[src/rtl/det_sched_pkg.sv]
// Shared types and constants for the detector job scheduler.
package det_sched_pkg;

   typedef enum logic [2:0] {
      ST_IDLE  = 3'd0,
      ST_CLEAR = 3'd1,
      ST_SHIFT = 3'd2,
      ST_DRAIN = 3'd3,
      ST_DONE  = 3'd4
   } sched_state_e;

   // Detector pattern 1,0,1,x,0 is five bits long.
   localparam int PAT_LEN = 5;

   function automatic int cnt_width(input int word_w);
      return $clog2(word_w + 1);
   endfunction

endpackage

[src/rtl/rr_arbiter.sv]
// Combinational round-robin pick: first set request at or after ptr_i, wrapping.
module rr_arbiter #(
   parameter int NREQ = 4,
   parameter int IDW  = 2
) (
   input  logic [NREQ-1:0] req_i,
   input  logic [IDW-1:0]  ptr_i,
   input  logic            en_i,
   output logic [NREQ-1:0] gnt_o,
   output logic [IDW-1:0]  id_o,
   output logic            vld_o
);

   logic [IDW:0] idx;

   always_comb begin
      gnt_o = '0;
      id_o  = '0;
      vld_o = 1'b0;
      idx   = '0;
      for (int off = 0; off < NREQ; off++) begin
         // One extra bit holds ptr+off before the modulo wrap.
         idx = {1'b0, ptr_i} + (IDW+1)'(off);
         if (idx >= (IDW+1)'(NREQ)) idx = idx - (IDW+1)'(NREQ);
         if (en_i && !vld_o && req_i[idx[IDW-1:0]]) begin
            vld_o                = 1'b1;
            id_o                 = idx[IDW-1:0];
            gnt_o[idx[IDW-1:0]]  = 1'b1;
         end
      end
   end

endmodule

[src/rtl/det_job_scheduler.sv]
// Time-shares one serial 1,0,1,x,0 detector among NREQ requesters, returning hit counts.
// Optional EARLY_STOP_EN: finish a job on the first detector hit with hit_cnt=1.
module det_job_scheduler
   import det_sched_pkg::*;
#(
   parameter int NREQ   = 4,
   parameter int WORD_W = 8,
   parameter int CNT_W  = cnt_width(WORD_W),
   parameter int IDW    = $clog2(NREQ)
) (
   input  logic                   clk,
   input  logic                   rst,
   input  logic [NREQ-1:0]        req,
   input  logic [NREQ*WORD_W-1:0] req_data,
   output logic [NREQ-1:0]        gnt,
   output logic                   done,
   output logic [IDW-1:0]         done_id,
   output logic [CNT_W-1:0]       hit_cnt,
   output logic                   det_in,
   output logic                   det_rst_n,
   input  logic                   det_out
);

   localparam int            KW     = $clog2(WORD_W);
   localparam logic [KW-1:0] K_LAST = KW'(WORD_W - 1);

   sched_state_e      state_q, state_d;
   logic [NREQ-1:0]   gnt_q, gnt_d;
   logic              done_q, done_d;
   logic [IDW-1:0]    done_id_q, done_id_d;
   logic [IDW-1:0]    win_q, win_d;
   logic [IDW-1:0]    ptr_q, ptr_d;
   logic [CNT_W-1:0]  hit_cnt_q, hit_cnt_d;
   logic [CNT_W-1:0]  cnt_q, cnt_d;
   logic              det_in_q, det_in_d;
   logic              det_rst_n_q, det_rst_n_d;
   logic [WORD_W-1:0] shreg_q, shreg_d;
   logic [KW-1:0]     k_q, k_d;

   logic [WORD_W-1:0] word_sel;
   logic [NREQ-1:0]   arb_gnt;
   logic [IDW-1:0]    arb_id;
   logic              arb_vld;
   logic              hit_seen;

   rr_arbiter #(.NREQ(NREQ), .IDW(IDW)) u_arb (
      .req_i (req),
      .ptr_i (ptr_q),
      .en_i  (state_q == ST_IDLE),
      .gnt_o (arb_gnt),
      .id_o  (arb_id),
      .vld_o (arb_vld)
   );

   function automatic logic [CNT_W-1:0] sat_inc(input logic [CNT_W-1:0] v);
      return (&v) ? v : v + 1'b1;
   endfunction

   always_comb begin
      word_sel = '0;
      for (int i = 0; i < NREQ; i++)
         if (win_q == IDW'(i)) word_sel = req_data[i*WORD_W +: WORD_W];
   end

   // det_out lags det_in by one cycle, so SHIFT k=0 still shows the cleared detector.
   assign hit_seen = det_out &&
                     ((state_q == ST_DRAIN) || (state_q == ST_SHIFT && k_q != '0));

   always_comb begin
      state_d     = state_q;
      gnt_d       = gnt_q;
      done_d      = 1'b0;
      done_id_d   = done_id_q;
      hit_cnt_d   = hit_cnt_q;
      det_in_d    = 1'b0;
      det_rst_n_d = 1'b1;
      ptr_d       = ptr_q;
      win_d       = win_q;
      shreg_d     = shreg_q;
      k_d         = k_q;
      cnt_d       = cnt_q;
      if (hit_seen) cnt_d = sat_inc(cnt_q);

      case (state_q)
         ST_IDLE: begin
            if (arb_vld) begin
               gnt_d       = arb_gnt;
               win_d       = arb_id;
               ptr_d       = (arb_id == IDW'(NREQ - 1)) ? '0 : arb_id + 1'b1;
               det_rst_n_d = 1'b0;
               state_d     = ST_CLEAR;
            end
         end
         ST_CLEAR: begin
            shreg_d  = word_sel << 1;
            det_in_d = word_sel[WORD_W-1];
            cnt_d    = '0;
            k_d      = '0;
            state_d  = ST_SHIFT;
         end
         ST_SHIFT: begin
`ifdef EARLY_STOP_EN
            if (hit_seen) begin
               gnt_d     = '0;
               done_d    = 1'b1;
               done_id_d = win_q;
               hit_cnt_d = CNT_W'(1);
               state_d   = ST_DONE;
            end else
`endif
            if (k_q == K_LAST) begin
               state_d = ST_DRAIN;
            end else begin
               det_in_d = shreg_q[WORD_W-1];
               shreg_d  = shreg_q << 1;
               k_d      = k_q + 1'b1;
            end
         end
         ST_DRAIN: begin
            gnt_d     = '0;
            done_d    = 1'b1;
            done_id_d = win_q;
            hit_cnt_d = cnt_d;
            state_d   = ST_DONE;
         end
         ST_DONE:  state_d = ST_IDLE;
         default:  state_d = ST_IDLE;
      endcase
   end

   always_ff @(posedge clk) begin
      if (rst) begin
         state_q     <= ST_IDLE;
         gnt_q       <= '0;
         done_q      <= 1'b0;
         done_id_q   <= '0;
         hit_cnt_q   <= '0;
         det_in_q    <= 1'b0;
         det_rst_n_q <= 1'b0;
         ptr_q       <= '0;
         win_q       <= '0;
         shreg_q     <= '0;
         k_q         <= '0;
         cnt_q       <= '0;
      end else begin
         state_q     <= state_d;
         gnt_q       <= gnt_d;
         done_q      <= done_d;
         done_id_q   <= done_id_d;
         hit_cnt_q   <= hit_cnt_d;
         det_in_q    <= det_in_d;
         det_rst_n_q <= det_rst_n_d;
         ptr_q       <= ptr_d;
         win_q       <= win_d;
         shreg_q     <= shreg_d;
         k_q         <= k_d;
         cnt_q       <= cnt_d;
      end
   end

   assign gnt       = gnt_q;
   assign done      = done_q;
   assign done_id   = done_id_q;
   assign hit_cnt   = hit_cnt_q;
   assign det_in    = det_in_q;
   assign det_rst_n = det_rst_n_q;

endmodule

[config.mk]
export PLATFORM = sky130hd
export DESIGN_NAME = det_job_scheduler
export DESIGN_NICKNAME = d
export VERILOG_FILES = /design/src/rtl/det_sched_pkg.sv /design/src/rtl/rr_arbiter.sv /design/src/rtl/det_job_scheduler.sv
export SDC_FILE = /design/constraint.sdc
export NUM_CORES = 1
export LEC_CHECK = 0
export BUFFER_PORTS_ARGS = -buffer_cell sky130_fd_sc_hd__clkbuf_2
export CAP_MARGIN = 20
export CORE_AREA = 2 2 73 75
export DETAILED_ROUTE_END_ITERATION = 7
export DIE_AREA = 0 0 75 77
export PLACE_DENSITY = 0.79
export SLEW_MARGIN = 20
export SYNTH_ARGS = -nofsm -noshare
export SYNTH_HDL_FRONTEND = slang
export SYNTH_SLANG_ARGS = --single-unit
[constraint.sdc]
create_clock -name clk -period 2.6 [get_ports clk]
set_clock_uncertainty 0.1 [all_clocks]
set_input_delay 0 -clock clk [delete_from_list [all_inputs] [get_ports clk]]
set_output_delay 0 -clock clk [all_outputs]
set_load 0.05 [all_outputs]
# --- Word-level counts from Yosys, hierarchy flattened ---
# Cells that the tools add are included.
word_totals:
  reg_bits: 35
  inputBits: 39
  word_cells: 129
  output_inout_bits: 13
op_classes:
  reduce_logical: 28
  add_sub_neg: 10
  muxes: 53
  eq_ne: 11
  order_cmp: 12
  n_bitwise: 3
op_table:
  columns: ["op", "count"]
  rows:
  - ["8-bit two-way mux", 5]
  - ["4-bit two-way mux", 7]
  - ["2-bit two-way mux", 9]
  - ["1-bit two-way mux", 16]
  - ["8-bit one-hot mux with 2 select lines", 1]
  - ["1-bit logical AND", 13]
  - ["2-bit by 3-bit < comparator with 1-bit output, second input constant", 4]
  - ["4-bit OR", 3]
  - ["3-bit one-hot mux with 4 select lines", 1]
  - ["3-bit >= comparator, second input constant", 3]
  - ["3-bit two-way mux", 3]
  - ["1-bit binary-select mux with 2-bit select", 4]
  - ["1-bit demux with 2-bit select", 4]
  - ["2-bit by 1-bit >= comparator with 1-bit output, second input constant", 4]
  - ["4-bit one-hot mux with 2 select lines", 1]
  - ["2-bit AND reduction", 4]
  - ["2-bit by 1-bit subtractor with 2-bit output, second input constant", 4]
  - ["2-bit by 2-bit adder with 3-bit output, second input constant", 2]
  - ["2-bit == test, second input constant", 3]
  - ["3-bit by 2-bit == test with 1-bit output, second input constant", 2]
  - ["3-bit one-hot mux with 2 select lines", 1]
  - ["4-bit by 1-bit adder with 4-bit output, second input constant", 1]
  - ["2-bit != test, second input constant", 2]
  - ["4-bit AND reduction", 1]
  - ["16 further kinds", 19]

# --- Logic depth before layout (Yosys ltp) ---
# Gate-level depths: netlist (run 1).
depth:
  ltp_word: 20
  ltp_mapped: 9
  ltp_nobuf: 7

# --- Hierarchy ---
# From an unflattened synthesis (run 1), not the netlist that was laid out.
hier_totals:
  hier_cells: 230
  hier_area_um2: 2263.4
modules_own_cells:
  columns: ["mod", "seq_area_each_um2", "area_per_inst_um2", "cells_each", "n_inst"]
  rows:
  - ["det_job_scheduler", 680.7, 1685.4, 163, 1]
  - ["rr_arbiter", 0.0, 578.1, 67, 1]

# --- Worst setup path before layout (run 1) ---
# OpenSTA, ideal clock, no wires.
synth_path:
  kind: "reg-to-reg"
  start: "register with a tool-made name"
  end: "register ptr_q[1]"
  arrival_time_ns: 2.435
  setup_slack_ns: -0.014
  synth_period_minus_slack_ns: 2.614
  stages_incl_launch_ff: 10
  required_time_ns: 2.421
  setup_time_ns: 0.079
  cell_sequence: "dfxtp_1 -> buf_6 -> inv_1 -> ha_1 -> buf_6 -> mux4_2 -> nor4b_4 -> a22oi_2 -> a41o_1 -> a22oi_1"
synth_rtl:
  columns: ["element", "line_no", "source"]
  rows:
  - ["end signal: assignment", "det_job_scheduler.sv:153", "ptr_q <= ptr_d;"]
  - ["end: declaration", "det_job_scheduler.sv:32", "logic [IDW-1:0] ptr_q, ptr_d;"]

# --- Worst setup path in the final report (run 1) ---
layout_path:
  start: "register ptr_q[1]"
  end: "register gnt_q[3], in the netlist gnt[3]"
layout_via:
  elab_chain_len: 20
layout_rtl:
  columns: ["element", "line_no", "source"]
  rows:
  - ["parallel branches: the longest is 20 deep, another holds 2-bit by 1-bit adder with 3-bit output", null, null]
  - ["end signal: assignment", "det_job_scheduler.sv:147", "gnt_q <= gnt_d;"]
  - ["end: declaration", "det_job_scheduler.sv:28", "logic [NREQ-1:0] gnt_q, gnt_d;"]
# Parallel ways; which one is timed is not known. The select of a mux whose other input is x is not followed.
# A chain may end at the register's enable or synchronous reset.

==> results.txt, run 1 <==
----------------------------------------------------
[Final layout]
  Share of layout cells above drive strength 1 ... 0.374
  Area growth syn-to-layout ... 22.4%
  Leading cell type in the layout, fill and taps excluded ... sky130_fd_sc_hd__clkbuf_2
  Highest-count cells in the layout ignoring fill and taps ... sky130_fd_sc_hd__clkbuf_2 (51), sky130_fd_sc_hd__dfxtp_1 (32), sky130_fd_sc_hd__nor2_1 (18), sky130_fd_sc_hd__nand2_1 (17), sky130_fd_sc_hd__a21oi_1 (14)
  Final net count ... 323
  Antenna Cells ... 0

[Critical path]
  Worst-path fanout max ... 9
  Startpoint Class ... flip-flop
  Count of cells along the worst register-to-register path ... 7
  Setup slack, reg-to-reg ... ~0.17 ns
  Cell with the largest stage delay on the worst path ... sky130_fd_sc_hd__mux4_2
  Destination of the critical timing path ... gnt[3]$_SDFFE_PP0P_
  Worst reg2reg path endpoint ... gnt[3]$_SDFFE_PP0P_
  Start point of the critical path ... ptr_q[1]$_SDFFE_PP0P_
  Worst Setup Path Type ... flip-flop to flip-flop
  Worst setup EP type ... flip-flop
  Required arrival time at the worst endpoint ... 2.64 ns
  Crit path depth ... 7
  Data arrival at the endpoint of the critical path ... between 2 and 2.5 ns
  FF-to-FF Start ... ptr_q[1]$_SDFFE_PP0P_
  Cell type group with the largest total delay on the critical path ... compound AO/OA/AOI/OAI gates
  Largest stage delay, worst path ... between 0.5 and 0.6 ns
  Cell Chain, Critical Path ... inv_1, ha_1, mux4_2, and2b_2, a22o_2, a222oi_1, a21oi_1
  Bufs and invs on worst path ... 1

[Clock tree]
  Number of sinks on the clock net ... 34
  TritonCTS clock tree ... built
  Level count of the clock H-tree ... 2
  Number of CTS-inserted buffers ... 5
  Maximum root-to-sink buffer count ... 2
  Clock-pin slew on the worst setup and hold paths ... ~0.070 ns
  Buffer type at the clock tree root ... sky130_fd_sc_hd__clkbuf_8
  Clock insertion delay at the later pin of the skew report ... approximately 0.28 ns

[Global route]
  Via count of the first global-routing pass ... between 1500 and 2000
  Overall overflow remaining after global route ... 0
  Global-route wire length before repair ... 8020 um
  Overall routing resource usage ... 0.174
  Number of antenna violations at the first check in global routing ... 0
  Maximum number of pins on one net before global-route repair ... 31

[Place]
  GP Congestion ... roughly 0.92
  Post-placement worst setup slack ... about 0.12 ns
  Final HPWL DP ... 3530 um
  Number of port buffers ... ~50

[Timing]
  Final WS setup ... 0.167 ns
  Setup repair after global routing missed its margin ... no
  Actual transition at the worst max-transition pin ... 0.612 ns
  Final hold viol count ... 0
  Worst hold slack across all endpoints ... between 0.08 and 0.09 ns
  Final Critical Period ... about 2.4 ns
  Ratio of final minimum period to clock period ... 0.936
  Worst relative slew slack ... 0.592
  Max-slew violations ... 0
  Count of endpoints failing setup in the final report ... 0
  Max Freq ... roughly 410 MHz
  Fin Setup TNS ... 0 ns

[Detailed routing]
  Initial drt markers ... 99
  Avg WL per Cell ... approximately 14 um
  Routed via count ... between 1500 and 2000
  Final wirelength ... 4730 um
  # DRC ... 0
  Count of antenna-violating nets left after detailed routing ... 0
  First-pass iteration count of the detailed router ... 5
  Via density ... ~5.4

[Pwr]
  Power density over the cells ... between 1000 and 1500 mW/mm^2
  Pleak ... 1.05 nW
  Overall power consumption ... ~2.8 mW
  Worst ir drop on vdd ... about 0.00043 V

[Logic synthesis]
  Most used flip-flop cell after synthesis ... sky130_fd_sc_hd__dfxtp_1
  EDFF count, synth ... 0
  Yosys warning total ... 0
  Number of library cell types mapped by synthesis ... 49
  Share of flip-flops with an asynchronous set or reset after synthesis ... 0
  Register area share after synthesis ... 0.314
  Cell area after technology mapping ... roughly 0.0022 mm^2
  Dominant cell type by area after synthesis ... sky130_fd_sc_hd__dfxtp_1
  Top post-synthesis cells by area ... sky130_fd_sc_hd__dfxtp_1 (31%), sky130_fd_sc_hd__mux4_2 (11%), sky130_fd_sc_hd__ha_1 (6.9%)
  Synth Area per Inst ... just under 10 um^2
  Net count after synthesis ... ~270
  Post-synth top area share ... 0.314
  Yosys reg bits ... 34
  Gate count after technology mapping ... ~220

[Floorplanning]
  Total Die Area ... slightly below 0.006 mm^2
  Initial standard-cell utilization of the core ... 0.435
  Vertical die dimension ... approximately 77 um
  Die width ... ~75 um
  Core area ... roughly 0.005 mm^2
  Cell Rows ... 26
  Number of top-level design ports ... 52

[Worst hold path]
  Class of the worst hold path ... input port to flip-flop

[Flow run]
  Max-cap violations ... 0

[Run status]
  Status ... complete, no violations

----------------------------------------------------
report_power, final:
part	leakage (nW)	switching, mW	internal (mW)
sequential	0.279	0.145	0.650
clock	0.0696	0.192	0.370
combinational	0.705	0.808	0.635
total	1.05	1.14	1.65
repair_timing:
action                                  4_1_cts  5_1_grt
gates resized for setup                       0        2
buffers inserted                              0        1
endpoints found under the setup margin        0        5
hold buffers                                  0        0
registers in the layout (all words and copies together), names as in the netlist, 2 cells and up, named ones only:
signal / flops
state_q: 3
done_id: 2
gnt: 4
win_q: 2
k_q: 3
cnt_q: 4
hit_cnt: 4
shreg_q: 7
synthesized netlist by cell type, drive strengths merged (2+ instances only):
library cell   n
a211oi         8
ha            12
mux4          11
inv            8
nor2          19
dfxtp         34
a22oi          3
nand2         17
nor3b          7
xnor2          2
nand3b         2
nor3           2
and3b          2
nand2b         4
clkbuf         9
nand3          3
o21ai          5
mux2           4
buf            6
mux2i         13
nor4           5
nor2b          3
a22o           4
a222oi         4
a21oi         14
area by class of cell:
class	count	area, um^2
Inverter	8	30.0
Tap cell	70	87.6
Multi-Input combinational cell	161	1370
Timing Repair Buffer	62	338
Fill cell	441	2330
Sequential cell	34	688
Clock buffer	7	108
Clock inverter	1	30.0
per-stage QoR:
stage / instance area, um^2 / instances / utilization
final: 2650 / 343 / 0.532
after floorplan: 2170 / 218 / -
after detailed placement: 2500 / 334 / 0.502
after CTS: 2640 / 342 / 0.529
after global placement: 2500 / 334 / 0.502
after global routing: 2650 / 343 / 0.532
worst reg2reg max path, cell delays in order, from the launching register on:
cell and delay, ns:
sky130_fd_sc_hd__dfxtp_4 0.41, sky130_fd_sc_hd__inv_1 0.07, sky130_fd_sc_hd__ha_1 0.32, sky130_fd_sc_hd__mux4_2 0.56, sky130_fd_sc_hd__and2b_2 0.25, sky130_fd_sc_hd__a22o_2 0.21, sky130_fd_sc_hd__a222oi_1 0.26, sky130_fd_sc_hd__a21oi_1 0.10
logic make-up (layout without fill, tap and decap cells):
| family | after synthesis | in the layout | synth area share |
|---|---|---|---|
| AOI/OAI and AO/OA | 48 | 48 | 0.169 |
| DFF | 34 | 34 | 0.314 |
| xor gates and xnor gates | 2 | 2 | 0.00809 |
| and+or+nand+nor | 71 | 71 | 0.188 |
| buffers and inverters | 23 | 78 | 0.0555 |
| muxes | 28 | 28 | 0.195 |
| adders and majority gates | 12 | 12 | 0.0694 |
worst min-delay path by stage:
stage | endpoint | slack (ns) | start | depth (start not counted)
5_1_grt | shreg_q[1]$_SDFFE_PP0P_ | 0.10 | req_data[16] | 4
3_3_place_gp | done_id[0]$_SDFFE_PP0P_ | 0.35 | done_id[0]$_SDFFE_PP0P_ | 2
3_5_place_dp | done_id[0]$_SDFFE_PP0P_ | 0.35 | done_id[0]$_SDFFE_PP0P_ | 2
6_report | shreg_q[1]$_SDFFE_PP0P_ | 0.09 | req_data[16] | 4
2_1_floorplan | cnt_q[0]$_SDFF_PP0_ | 0.1 | rst | 2
4_1_cts | shreg_q[1]$_SDFFE_PP0P_ | 0.09 | req_data[16] | 4
metal layers:
metal	GRT usage	up-vias	part of all wire
li1	-	929	-
met1	0.221	872	0.43
met2	0.284	34	0.51
met3	0.0315	12	0.030
met4	0.0732	0	0.023
met5	0	-	0
Note: power is estimated with default switching activity, not from simulation.
==> run 2, diff against run 1 <==
REMOVE_ABC_BUFFERS = 1   (was not set)
==> run 2 against run 1 <==
Against the previous run: sequential power decreased by 1%; hold slack improved by 0.0014 ns; non-clock buffer count decreased by 2; global-route usage about the same; largest power group unchanged; count of clock-buffer cells in the layout decreased by 2; clock power decreased by 14%; sequential cell count unchanged.
==> results.txt, run 2 (synthesis gave the netlist of run 1 again) <==
----------------------------------------------------
[Critical path]
  Setup slack, reg-to-reg ... about 0.12 ns
  Worst setup EP type ... flip-flop
  Required arrival time at the worst endpoint ... 2.68 ns
  Cell with the largest stage delay on the worst path ... sky130_fd_sc_hd__dfxtp_1
  Cell Chain, Critical Path ... inv_1, ha_1, buf_4, nor3b_1, o21ai_0, a2111oi_4, buf_4, mux2i_1, a22oi_1
  Worst Setup Path Type ... flip-flop to flip-flop
  Largest stage delay, worst path ... between 0.3 and 0.4 ns
  Startpoint Class ... flip-flop
  Data arrival at the endpoint of the critical path ... approximately 2.6 ns
  Crit-path most repeated cell ... sky130_fd_sc_hd__buf_4
  Worst-path fanout max ... 8
  Cell type group with the largest total delay on the critical path ... compound AO/OA/AOI/OAI gates
  Bufs and invs on worst path ... 3

[Place]
  Number of port buffers ... 51
  Final HPWL DP ... around 3500 um
  Post-placement worst setup slack ... around 0.1 ns
  GP Congestion ... approximately 0.9

[Detailed routing]
  Routed via count ... between 1500 and 2000
  # DRC ... 0
  Avg WL per Cell ... 14.0 um
  Met3 wirelength from detailed routing ... ~220 um
  Highest metal layer used by the detailed router ... met4
  Final wirelength ... between 4000 and 5000 um
  Routed length on met2 ... approximately 2300 um
  Via density ... 5.45
  First-pass iteration count of the detailed router ... 4
  Count of antenna-violating nets left after detailed routing ... 0
  Initial drt markers ... around 110
  Wire length on met1 ... between 2000 and 2500 um

[Timing]
  Worst relative slew slack ... 0.564
  Final hold viol count ... 0
  Setup repair after global routing missed its margin ... no
  Fin Setup TNS ... 0 ns
  Final WS setup ... approximately 0.12 ns
  Max Freq ... 403 MHz
  Final Critical Period ... between 2 and 2.5 ns
  Max-slew violations ... 0
  Count of endpoints failing setup in the final report ... 0
  Actual transition at the worst max-transition pin ... 0.654 ns
  Ratio of final minimum period to clock period ... 0.954

[Floorplanning]
  Vertical die dimension ... between 70 and 80 um
  Core area ... 0.00498 mm^2
  Die width ... about 75 um
  Cell Rows ... 26
  Total Die Area ... between 0.005 and 0.006 mm^2
  Initial standard-cell utilization of the core ... 0.435
  Number of top-level design ports ... between 50 and 60

[Clock tree]
  TritonCTS clock tree ... built
  Total of hold buffers inserted after clock tree synthesis ... 0
  Level count of the clock H-tree ... 2
  Maximum root-to-sink buffer count ... 2
  Clock insertion delay at the later pin of the skew report ... between 0.2 and 0.3 ns
  Clock-pin slew on the worst setup and hold paths ... around 0.070 ns
  Number of sinks on the clock net ... 34
  Number of CTS-inserted buffers ... 5
  Buffer type at the clock tree root ... sky130_fd_sc_hd__clkbuf_8

[Pwr]
  Pleak ... just over 1 nW
  Power density over the cells ... ~1100 mW/mm^2
  Worst ir drop on vdd ... between 0.0005 and 0.0006 V

[Global route]
  Maximum number of pins on one net before global-route repair ... 31
  Via count of the first global-routing pass ... between 1500 and 2000
  Overall routing resource usage ... 0.174
  Global-route wire length before repair ... between 7000 and 8000 um
  Overall overflow remaining after global route ... 0
  Number of antenna violations at the first check in global routing ... 0

[Final layout]
  Highest-count cells in the layout ignoring fill and taps ... sky130_fd_sc_hd__clkbuf_2 (51), sky130_fd_sc_hd__dfxtp_1 (34), sky130_fd_sc_hd__nor2_1 (18), sky130_fd_sc_hd__nand2_1 (17), sky130_fd_sc_hd__a21oi_1 (14)
  Fill cells ... about 460
  Flip-flop count of the largest register after layout ... 7
  Leading cell type in the layout, fill and taps excluded ... sky130_fd_sc_hd__clkbuf_2
  Antenna Cells ... 0
  Share of layout cells above drive strength 1 ... 0.362
  Register bank with the most flops ... shreg_q
  Area growth syn-to-layout ... 19.8%
  Final net count ... approximately 320

[Run status]
  Status ... complete, no violations

[Worst hold path]
  Beginning of the worst hold path ... req_data[23]
  Class of the worst hold path ... input port to flip-flop

[Flow run]
  Max-cap violations ... 0

----------------------------------------------------
[run 2: changes by cell type in the layout (fill, tap and decap cells not counted)]
cell                        previous run  this run
sky130_fd_sc_hd__nor3b_2               1         0
sky130_fd_sc_hd__dfxtp_4               2         0
sky130_fd_sc_hd__buf_4                11         9
sky130_fd_sc_hd__nor3b_1               6         7
sky130_fd_sc_hd__dfxtp_1              32        34
sky130_fd_sc_hd__inv_1                 8         7
sky130_fd_sc_hd__inv_2                 0         1
sky130_fd_sc_hd__clkinv_2              0         2
sky130_fd_sc_hd__clkbuf_8              6         5
sky130_fd_sc_hd__clkbuf_16             1         0
[run 2: routing by layer]
metal	vias to the layer above	track usage
met2	53	0.275
li1	922	-
met5	-	0
met4	0	0.0589
met1	872	0.231
met3	11	0.0407
[run 2: worst paths after layout]
kind / depth (start not counted) / endpoint
worst max-delay path: 9 / ptr_q[1]$_SDFFE_PP0P_
worst min-delay path: 4 / det_in$_SDFF_PP0_
worst max register to register: 9 / ptr_q[1]$_SDFFE_PP0P_
worst min register to register: 2 / done_id[0]$_SDFFE_PP0P_
[run 2: worst min-delay path, stage by stage]
cell and delay (ns):
sky130_fd_sc_hd__clkbuf_2 0.07, sky130_fd_sc_hd__mux4_2 0.22, sky130_fd_sc_hd__a32oi_1 0.05, sky130_fd_sc_hd__nor2b_1 0.10
[run 2: power breakdown]
| group | internal [mW] | switching, mW | leakage, nW |
|---|---|---|---|
| combinational | 0.639 | 0.830 | 0.692 |
| clock | 0.282 | 0.200 | 0.0579 |
| sequential | 0.643 | 0.143 | 0.277 |
| total | 1.56 | 1.17 | 1.03 |
[run 2: per-stage QoR]
| stage | hold slack [ns] | instances | util | cell area (um^2) | power [mW] |
|---|---|---|---|---|---|
| 2_1_floorplan | -0.0309 | 203 | - | 2070 | 1.86 |
| 3_3_place_gp | 0.354 | 332 | 0.498 | 2480 | 2.21 |
| 3_5_place_dp | 0.355 | 332 | 0.498 | 2480 | 2.25 |
| 4_1_cts | 0.0925 | 340 | 0.520 | 2590 | 2.74 |
| 5_1_grt | 0.112 | 341 | 0.521 | 2590 | 2.92 |
| 6_report | 0.0886 | 341 | 0.521 | 2590 | 2.74 |
[run 2: what timing repair did]
item	in CTS	in global routing
gates resized for setup	0	1
setup endpoints to repair	0	6
setup buffers	0	1
[run 2: cell type report]
cell class,instances,area (um^2),share of cell area
Sequential cell,34,681,0.262
Inverter,8,30.0,0.0116
Timing Repair Buffer,60,323,0.124
Clock inverter,3,40.0,0.0154
Tap cell,70,87.6,0.0338
Clock buffer,5,68.8,0.0265
Multi-Input combinational cell,161,1360,0.526
==> run 3, diff against run 2 <==
CORE_AREA = 2 2 71 73   (was 2 2 73 75)
DIE_AREA = 0 0 73 75   (was 0 0 75 77)
PLACE_DENSITY = 0.82   (was 0.79)
==> run 3 against run 2 <==
Against the previous run: global-route usage down 0.063 points; critical path depth down 2; sequential power grew 0.5%; die area shrank 5.2%; design area shrank 1.1%; combinational power is essentially flat; final cell count shrank 4.7%; sequential cell count unchanged; first-iteration DRC count decreased by 45%; maximum frequency is 0.98% higher.
==> results.txt, run 3 (synthesis gave the netlist of run 1 again) <==
----------------------------------------------------
[Timing]
  Max-slew violations ... 0
  Final hold viol count ... 0
  Final WS setup ... about 0.14 ns
  Ratio of final minimum period to clock period ... 0.945
  Max Freq ... about 410 MHz
  Final Critical Period ... 2.46 ns
  Fin Setup TNS ... 0 ns
  Count of endpoints failing setup in the final report ... 0
  Worst hold slack across all endpoints ... 0.0806 ns
  Setup repair after global routing missed its margin ... no
  Actual transition at the worst max-transition pin ... between 0.6 and 0.7 ns
  Worst relative slew slack ... 0.582

[Critical path]
  Startpoint Class ... flip-flop
  Data arrival at the endpoint of the critical path ... 2.51 ns
  Worst Setup Path Type ... flip-flop to flip-flop
  Required arrival time at the worst endpoint ... 2.65 ns
  Worst setup EP type ... flip-flop
  Worst-path fanout max ... 7

[Place]
  Number of placed cells counting well taps ... between 300 and 400
  GP Congestion ... 0.939
  Number of port buffers ... 51
  Post-placement worst setup slack ... 0.113 ns
  Final HPWL DP ... approximately 3400 um

[Floorplanning]
  Number of top-level design ports ... between 50 and 60
  Initial standard-cell utilization of the core ... 0.464
  Vertical die dimension ... 75 um
  Cell Rows ... 25
  Die width ... between 70 and 80 um
  Core area ... 0.00466 mm^2
  Total Die Area ... roughly 0.0055 mm^2

[Clock tree]
  Number of CTS-inserted buffers ... 5
  Buffer type at the clock tree root ... sky130_fd_sc_hd__clkbuf_8
  Total of hold buffers inserted after clock tree synthesis ... 0
  Clock-pin slew on the worst setup and hold paths ... about 0.070 ns
  Number of sinks on the clock net ... 34
  TritonCTS clock tree ... built
  Level count of the clock H-tree ... 2
  Clock insertion delay at the later pin of the skew report ... 0.29 ns
  Maximum root-to-sink buffer count ... 2

[Detailed routing]
  First-pass iteration count of the detailed router ... 7
  Via density ... approximately 5.7
  Count of antenna-violating nets left after detailed routing ... 0
  Initial drt markers ... 62
  Final wirelength ... 4720 um
  # DRC ... 0
  Avg WL per Cell ... approximately 15 um
  Routed via count ... roughly 1800

[Run status]
  Status ... complete, no violations

[Final layout]
  Highest-count cells in the layout ignoring fill and taps ... sky130_fd_sc_hd__clkbuf_2 (51), sky130_fd_sc_hd__dfxtp_1 (34), sky130_fd_sc_hd__nor2_1 (18), sky130_fd_sc_hd__nand2_1 (17), sky130_fd_sc_hd__a21oi_1 (14)
  Final Instance Count excl. Fillers ... ~330
  Leading cell type in the layout, fill and taps excluded ... sky130_fd_sc_hd__clkbuf_2
  Final net count ... between 300 and 400
  Antenna Cells ... 0
  Flip-flop count of the largest register after layout ... 7
  Area growth syn-to-layout ... 18.5%
  Register bank with the most flops ... shreg_q
  Share of layout cells above drive strength 1 ... 0.362

[Global route]
  Number of antenna violations at the first check in global routing ... 0
  Via count of the first global-routing pass ... around 1600
  Overall overflow remaining after global route ... 0
  Global-route wire length before repair ... about 7400 um
  Maximum number of pins on one net before global-route repair ... 31
  Overall routing resource usage ... 0.174

[Pwr]
  Worst ir drop on vdd ... 0.000404 V
  Pleak ... 1.02 nW
  Power density over the cells ... ~1000 mW/mm^2

[Flow run]
  Max-cap violations ... 0

[Worst hold path]
  Class of the worst hold path ... input port to flip-flop

----------------------------------------------------
[run 3: where the power goes]
part           leakage [nW]  switching, mW  internal [mW]
logic                 0.694          0.820          0.640
clock network        0.0472          0.200          0.213
registers             0.277          0.147          0.643
[run 3: worst max-delay path: stages, from the launching register on]
cell                       delay (ns)
sky130_fd_sc_hd__dfxtp_1         0.33
sky130_fd_sc_hd__inv_1           0.12
sky130_fd_sc_hd__ha_1            0.35
sky130_fd_sc_hd__mux4_2          0.57
sky130_fd_sc_hd__and2b_2         0.26
sky130_fd_sc_hd__a22o_2          0.22
sky130_fd_sc_hd__a222oi_1        0.26
sky130_fd_sc_hd__a21oi_1         0.10
[run 3: layer usage]
| metal | vias to the layer above | track usage | wire [um] |
|---|---|---|---|
| met5 | - | 0 | 0 |
| met4 | 0 | 0.0700 | 62 |
| met3 | 5 | 0.0388 | 190 |
| met2 | 47 | 0.275 | 2310 |
| met1 | 879 | 0.231 | 2150 |
| li1 | 918 | - | - |
[run 3: path summary, 6_finish.rpt]
check / startpoint / end / slack [ns] / cells past startpoint
max: ptr_q[1]$_SDFFE_PP0P_ / gnt[2]$_SDFFE_PP0P_ / 0.14 / 7
min: req_data[7] / det_in$_SDFF_PP0_ / 0.08 / 4
max reg2reg: ptr_q[1]$_SDFFE_PP0P_ / gnt[2]$_SDFFE_PP0P_ / 0.14 / 7
min reg2reg: done_id[1]$_SDFFE_PP0P_ / done_id[1]$_SDFFE_PP0P_ / 0.36 / 2
[run 3: cell type report]
type / count / area (um^2)
Multi-Input combinational cell: 161 / 1370
Tap cell: 54 / 67.6
Timing Repair Buffer: 60 / 323
Sequential cell: 34 / 681
Clock inverter: 2 / 12.5
Clock buffer: 6 / 82.6
Fill cell: 410 / 2100
Inverter: 8 / 30.0
[run 3: repair_timing]
item | CTS | global route
endpoints found under the setup margin | 0 | 6
setup buffers | 0 | 1
gates resized for setup | 0 | 2
[run 3: stage by stage]
stage / area (um^2) / utilization / power, mW
global route: 2560 / 0.550 / 2.84
finish: 2560 / 0.550 / 2.66
detailed placement: 2460 / 0.527 / 2.24
floorplan: 2070 / - / 1.86
CTS: 2550 / 0.548 / 2.67
global placement: 2460 / 0.527 / 2.21
